File: config.mk
export PLATFORM = sky130hd
export DESIGN_NAME = pc_sequencer
export DESIGN_NICKNAME = d
export VERILOG_FILES = /design/src/rtl/pc_pkg.sv /design/src/rtl/adder.sv /design/src/rtl/pc_sequencer.sv
export SDC_FILE = /design/constraint.sdc
export NUM_CORES = 1
export LEC_CHECK = 0
export CAP_MARGIN = 5
export CORE_MARGIN = 3
export CORE_UTILIZATION = 45
export CTS_CLUSTER_SIZE = 12
export DETAILED_ROUTE_END_ITERATION = 16
export DONT_BUFFER_PORTS = 1
export RECOVER_POWER = 25
export SYNTH_ARGS = -nofsm -noshare
export SYNTH_HDL_FRONTEND = slang
export SYNTH_SLANG_ARGS = --single-unit
File: constraint.sdc
create_clock -name clk -period 2.6 [get_ports clk]
set_clock_uncertainty 0.2 [all_clocks]
set_input_delay 0.52 -clock clk [delete_from_list [all_inputs] [get_ports clk]]
set_output_delay 0.52 -clock clk [all_outputs]
set_load 0.05 [all_outputs]
File: src/rtl/pc_pkg.sv
// +--------------------------------------------------------------------------+
// | pc_pkg: shared state encoding and default addresses for pc_sequencer.    |
// | Revision: 1.0                                                            |
// +--------------------------------------------------------------------------+
`default_nettype none

package pc_pkg;

    typedef enum logic [1:0] {
        RESET  = 2'd0,
        RUN    = 2'd1,
        HALTED = 2'd2,
        TRAP   = 2'd3
    } pc_state_t;

    localparam int unsigned INC_DEFAULT      = 4;
    localparam logic [31:0] RESET_PC_DEFAULT = 32'h0000_0000;
    localparam logic [31:0] TRAP_VEC_DEFAULT = 32'h0000_0100;

endpackage

`default_nettype wire

File: src/rtl/adder.sv
// +--------------------------------------------------------------------------+
// | adder: plain WIDTH-bit modulo adder, carry out discarded.                |
// | Revision: 1.0                                                            |
// +--------------------------------------------------------------------------+
`default_nettype none

module adder #(
    parameter int WIDTH = 32
) (
    input  logic [WIDTH-1:0] a,
    input  logic [WIDTH-1:0] b,
    output logic [WIDTH-1:0] sum
);

    assign sum = a + b;

endmodule

`default_nettype wire

File: src/rtl/pc_sequencer.sv
// +--------------------------------------------------------------------------+
// | pc_sequencer: program-counter stage with fetch handshake, halt/resume    |
// | and misaligned-target trap redirection.                                  |
// | Revision: 1.0                                                            |
// +--------------------------------------------------------------------------+
`default_nettype none

module pc_sequencer
    import pc_pkg::*;
#(
    parameter int               WIDTH    = 32,
    parameter logic [WIDTH-1:0] RESET_PC = WIDTH'(RESET_PC_DEFAULT),
    parameter logic [WIDTH-1:0] TRAP_VEC = WIDTH'(TRAP_VEC_DEFAULT),
    parameter int unsigned      INC      = INC_DEFAULT
) (
    input  logic             clk,
    input  logic             rst,
    input  logic             stall,
    input  logic             imem_ready,
    output logic             fetch_valid,
    output logic [WIDTH-1:0] pc,
    output logic [WIDTH-1:0] pc_plus_inc,
    input  logic             branch_taken,
    input  logic [WIDTH-1:0] branch_target,
    input  logic             jump,
    input  logic [WIDTH-1:0] jump_target,
    input  logic             halt,
    input  logic             resume,
    output logic             misalign,
    output logic [WIDTH-1:0] trap_pc,
    output logic [1:0]       state
);

    localparam logic [WIDTH-1:0] C_INC = WIDTH'(INC);

    pc_state_t        r_state;
    logic [WIDTH-1:0] r_pc;
    logic [WIDTH-1:0] r_trap_pc;
    logic [WIDTH-1:0] w_seq;
    logic [WIDTH-1:0] w_nxt;
    logic             w_advance;

    adder #(.WIDTH(WIDTH)) u_adder (
        .a   (r_pc),
        .b   (C_INC),
        .sum (w_seq)
    );

    // Jump outranks branch; the sequential path is the fallback.
    always_comb begin
        w_nxt = w_seq;
        if (jump)
            w_nxt = jump_target;
        else if (branch_taken)
            w_nxt = branch_target;
    end

    assign w_advance = imem_ready & ~stall;

    always_ff @(posedge clk or negedge rst) begin
        if (!rst) begin
            r_state   <= RESET;
            r_pc      <= RESET_PC;
            r_trap_pc <= '0;
        end else begin
            case (r_state)
                RESET: r_state <= RUN;
                RUN: begin
                    if (halt) begin
                        r_state <= HALTED;
                    end else if (w_advance) begin
                        if (w_nxt[1:0] != 2'b00) begin
                            r_state   <= TRAP;
                            r_pc      <= TRAP_VEC;
                            r_trap_pc <= w_nxt;
                        end else begin
                            r_pc <= w_nxt;
                        end
                    end
                end
                HALTED: begin
                    if (resume && !halt)
                        r_state <= RUN;
                end
                TRAP:    r_state <= RUN;
                default: r_state <= RESET;
            endcase
        end
    end

    assign pc          = r_pc;
    assign pc_plus_inc = w_seq;
    assign trap_pc     = r_trap_pc;
    assign state       = r_state;
    assign fetch_valid = (r_state == RUN);
    assign misalign    = (r_state == TRAP);

endmodule

`default_nettype wire

Word level (Yosys, flattened, before mapping)
Cells that the tools add are included.

Input port bits: 72. Bits in registers: 66.

$add $sub $neg: 1. Bitwise gates (word level): 3. Multiplexer cells: 8. Eq/ne operators: 6. Reductions and logical operators: 8.

Operators with widths (count): 32-bit two-way mux (3); 32-bit by 3-bit adder with 32-bit output, second input constant (1); 2-bit two-way mux (4); 3-bit by 1-bit inequality test with 1-bit output, second input constant (2); 2-bit case mux with 3 select lines (1); 3-bit AND reduction (2); 2-bit equality test, second input constant (2); 4-bit AND reduction (1); 2-bit by 1-bit equality test with 1-bit output, second input constant (1); 2-bit zero test (1); 2-bit inequality test, second input constant (1); 1-bit inverter (2); 2-bit nonzero test (1); 2-bit OR reduction (1); 1-bit bitwise AND (1); 1-bit logical AND (1); 1-bit zero test (1).

Longest topological paths before layout
Depth in word-level cells: 8. Gate-level depth with buffers: 8.

Hierarchy
Synthesis repeated with hierarchy kept, for this count alone.

Cell total of the unflattened synthesis: 548. Area total of the unflattened synthesis: 4889.7 um2.

Modules (own cells, without submodules): pc_sequencer (area each 3288.2 um2, cells an instance 327, seq. area each 1651.6 um2, times used 1); adder (area each 1601.5 um2, cells an instance 221, seq. area each 0.0 um2, times used 1).

Worst setup path before layout
OpenSTA, ideal clock, no wires.

Kind: register to output. Start: reg r_pc[16], in the netlist pc[16]. End: out pc_plus_inc[31]. Setup slack: -0.736 ns. Data arrival time: 2.616 ns. Data required time: 1.880 ns. Cell stages (with the launch flop): 7. Buffers on the path: 1. Cells stage by stage: dfrtp_1 clkbuf_1 nand4_1 nor2_1 and2_1 and3_1 xor2_1.

Cells in the longest elaborated chain, start to end: 1.

RTL lines: from (decl) (line pc_sequencer.sv:37) `logic [WIDTH-1:0] r_pc;`; from (signal assigned) (line pc_sequencer.sv:77) `r_pc <= w_nxt;`; 32-bit by 3-bit adder with 32-bit output (line adder.sv:15) `assign sum = a + b;`; to (decl) (line pc_sequencer.sv:22) `output logic [WIDTH-1:0] pc_plus_inc,`.

No other way between the ends.

Worst setup path in the final report
Start: reg r_pc[2], in the netlist pc[2]. End: out pc_plus_inc[24].

The elaborated chain is that of the path after synthesis.

==> flow_summary.toml <==
[status]
outcome = "complete, but fails checks"
violations = "setup timing"

[sta]
rsz0062_at_grt = "true"
max_freq_ghz = 0.345
final-hold-violation-count = 0
period_share_pct = 112
slew_violations = 0
setup_ws_ps = -300
setup_violations = 20
relSlewSlack_pct = 26.9
tightest_slew_ps = 1090
setup_tns_ps = -3350
period_needed_ps = 2900

[clock_network]
clock_path_buffers = 2
cts_sinks = 66
numCtsBuffers = 9
cts_tree = "done"
clk_latency_ps = 340
cts_htree_levels = 3
root_buffer = "clkbuf_8"
cts.clk_slew.worst_paths_ps = 80

[critical_path]
end_kind = "primary output"
crit_path_start_kind = "flop"
crit_type = "flop to primary output"
crit_arrival_ps = 2180
cp_max_fo = 2
required_ps = 1880

[global_routing]
grt_pass1_wl_um = 20500
globalRoute.totalOverflow = 0
grt_pass1_vias = 3834
antenna_found_initial = 0
grt_usage_pct = 27.2
grt_max_degree = 67

[synthesis]
synth_adder_area_share_pct = 0.338
synth_simple_gate_area_share_pct = 19.5
synth_compound_area_share_pct = 20.8
yosysWarnings = 0
ys_top_cells_by_area = "dfrtp_1, nand2_1, o21ai_0, a21oi_1, xnor2_1"
ys_types = 46
synth_xor_area_share_pct = 6.83
synth_top_area_share_pct = 44.6
syn_avg_cell_area_um2 = 8.69
ys.flop_type = "dfrtp_1"
synth.area.mux_share_pct = 3.45
synth_top_family_by_area = "compound AO/OA/AOI/OAI gates"
ys_seq_area_share_pct = 44.6
synthTopCellsByCount = "dfrtp_1, nand2_1, o21ai_0"
synth_area_um2 = 3700
synth_edf_count = 0
async_flop_share_pct = 100
syn_inst = 426
synth_top_area_cell = "dfrtp_1"
syn_nets = 499
yosys_register_bits = 66

[pwr]
ir_worst_vdd_uv = 711
p_leak_nw = 2.34
power.density_nw_per_um2 = 1420

[flow_run]
drv_cap = 0

[die]
ios = 172
core-area_um2 = 7850
fp-row-count = 32
initial_core_util_pct = 47.2
die_h_um = 96.7
die_w_um = 96.7
die_area_um2 = 9350

[placement]
hpwl_um = 8850
io_buffers = 0
place_inst = 578
place_congestion = 0.837

[worst_hold_path]
hold_path_class = "primary input to flop"

[cells_and_area]
stdcell_count = 607
fill_cells = 645
drive_gt1_share_pct = 36.4
diodes = 0
nets = 573
area_growth_pct = 44.7

[route]
ant_nets = 0
totalWireLength_um = 12500
wl_per_cell_um = 20.5
drt_iter0_markers = 211
vias = 3601
drt_pass1_iterations = 7
drcViolationCount = 0
route.detailed.vias_per_inst = 5.93
-- repair_timing --
item	in CTS	in global routing
hold endpoints to repair	66	0
setup endpoints to repair	23	25
pin swaps	19	14
resized for setup	41	10
hold buffers	2	0
buffers inserted	7	5
-- metal layers --
layer	up-vias	global-route usage [%]	share of wire, %
met4	0	7.45	1.3
met3	17	7.50	9.0
li1	1663	-	-
met1	1751	35.7	41
met2	170	44.3	49
met5	-	0	0
-- worst paths after layout --
path / from / endpoint / slack (ps) / depth (start not counted)
worst max register to register: pc[2] / trap_pc[20] / 140 / 12
worst max-delay path: pc[2] / pc_plus_inc[24] / -300 / 6
worst min-delay path: halt / state[0] / 70 / 1
max in group asynchronous: rst / pc[24] / 820 / 2
worst min register to register: pc[23] / pc[23] / 400 / 1
min in group asynchronous: rst / trap_pc[3] / 710 / 2
-- flip-flops by register name, indices dropped and copies added (netlist names) --
signal and cells:
state 2, trap_pc 32, pc 32
-- stage by stage --
step | power, mW | area [um^2] | setup slack (ps) | hold WS (ps) | utilization (%)
after floorplan | 5.52 | 4110 | -260 | 24.4 | -
after global placement | 6.52 | 4790 | 20.9 | 26.0 | 61.1
after detailed placement | 6.58 | 4790 | -47.8 | 26.3 | 61.1
after CTS | 7.58 | 5290 | -342 | 62.1 | 67.4
after global routing | 7.93 | 5360 | -369 | 66.0 | 68.3
final | 7.59 | 5360 | -300 | 66.9 | 68.3
-- cells in the final DEF (no fill, tap or decap), types with 5 or more instances in the layout --
master / count
xor2_1: 6
nand2_1: 62
nor2_1: 23
o21ai_0: 37
buf_4: 68
o21ai_1: 11
xnor2_4: 12
clkbuf_8: 10
nand3_1: 11
dfrtp_1: 44
buf_6: 10
mux2i_1: 6
nand3_4: 8
inv_1: 12
nor3_1: 6
a21oi_1: 28
o22ai_1: 6
mux2_2: 5
nand4_1: 5
dfrtp_2: 22
a22oi_1: 8
buf_12: 10
a222oi_1: 7
nor2_4: 5
-- logic make-up after synthesis --
kind of cell    Yosys count
fa+ha+maj                 1
simple gates            151
xor+xnor                 28
flops                    66
buf+inv                  42
mux                      12
compound gates          126
-- critical path: stages, from the launching register on --
cell     delay (ps)
dfrtp_2         420
ha_4            140
nand2_2          50
or4_4           430
or4_4           470
xnor2_4         170
buf_12          160
-- power by group --
part | internal (mW) | total (mW) | leakage, nW | switching (mW)
sequential | 1.49 | 2.71 | 0.809 | 1.22
clock | 0.468 | 0.875 | 0.0974 | 0.407
combinational | 1.27 | 4.00 | 1.43 | 2.73
-- cell type report --
cell class	count	area [um^2]	area share, %
Multi-Input combinational cell	318	2450	45.8
Sequential cell	66	1680	31.3
Timing Repair Buffer	91	856	16.0
Clock buffer	13	149	2.78
Tap cell	102	128	2.38
Inverter	14	52.6	0.981
Clock inverter	3	40.0	0.747
No activity file was read; power rests on OpenSTA's default activity.
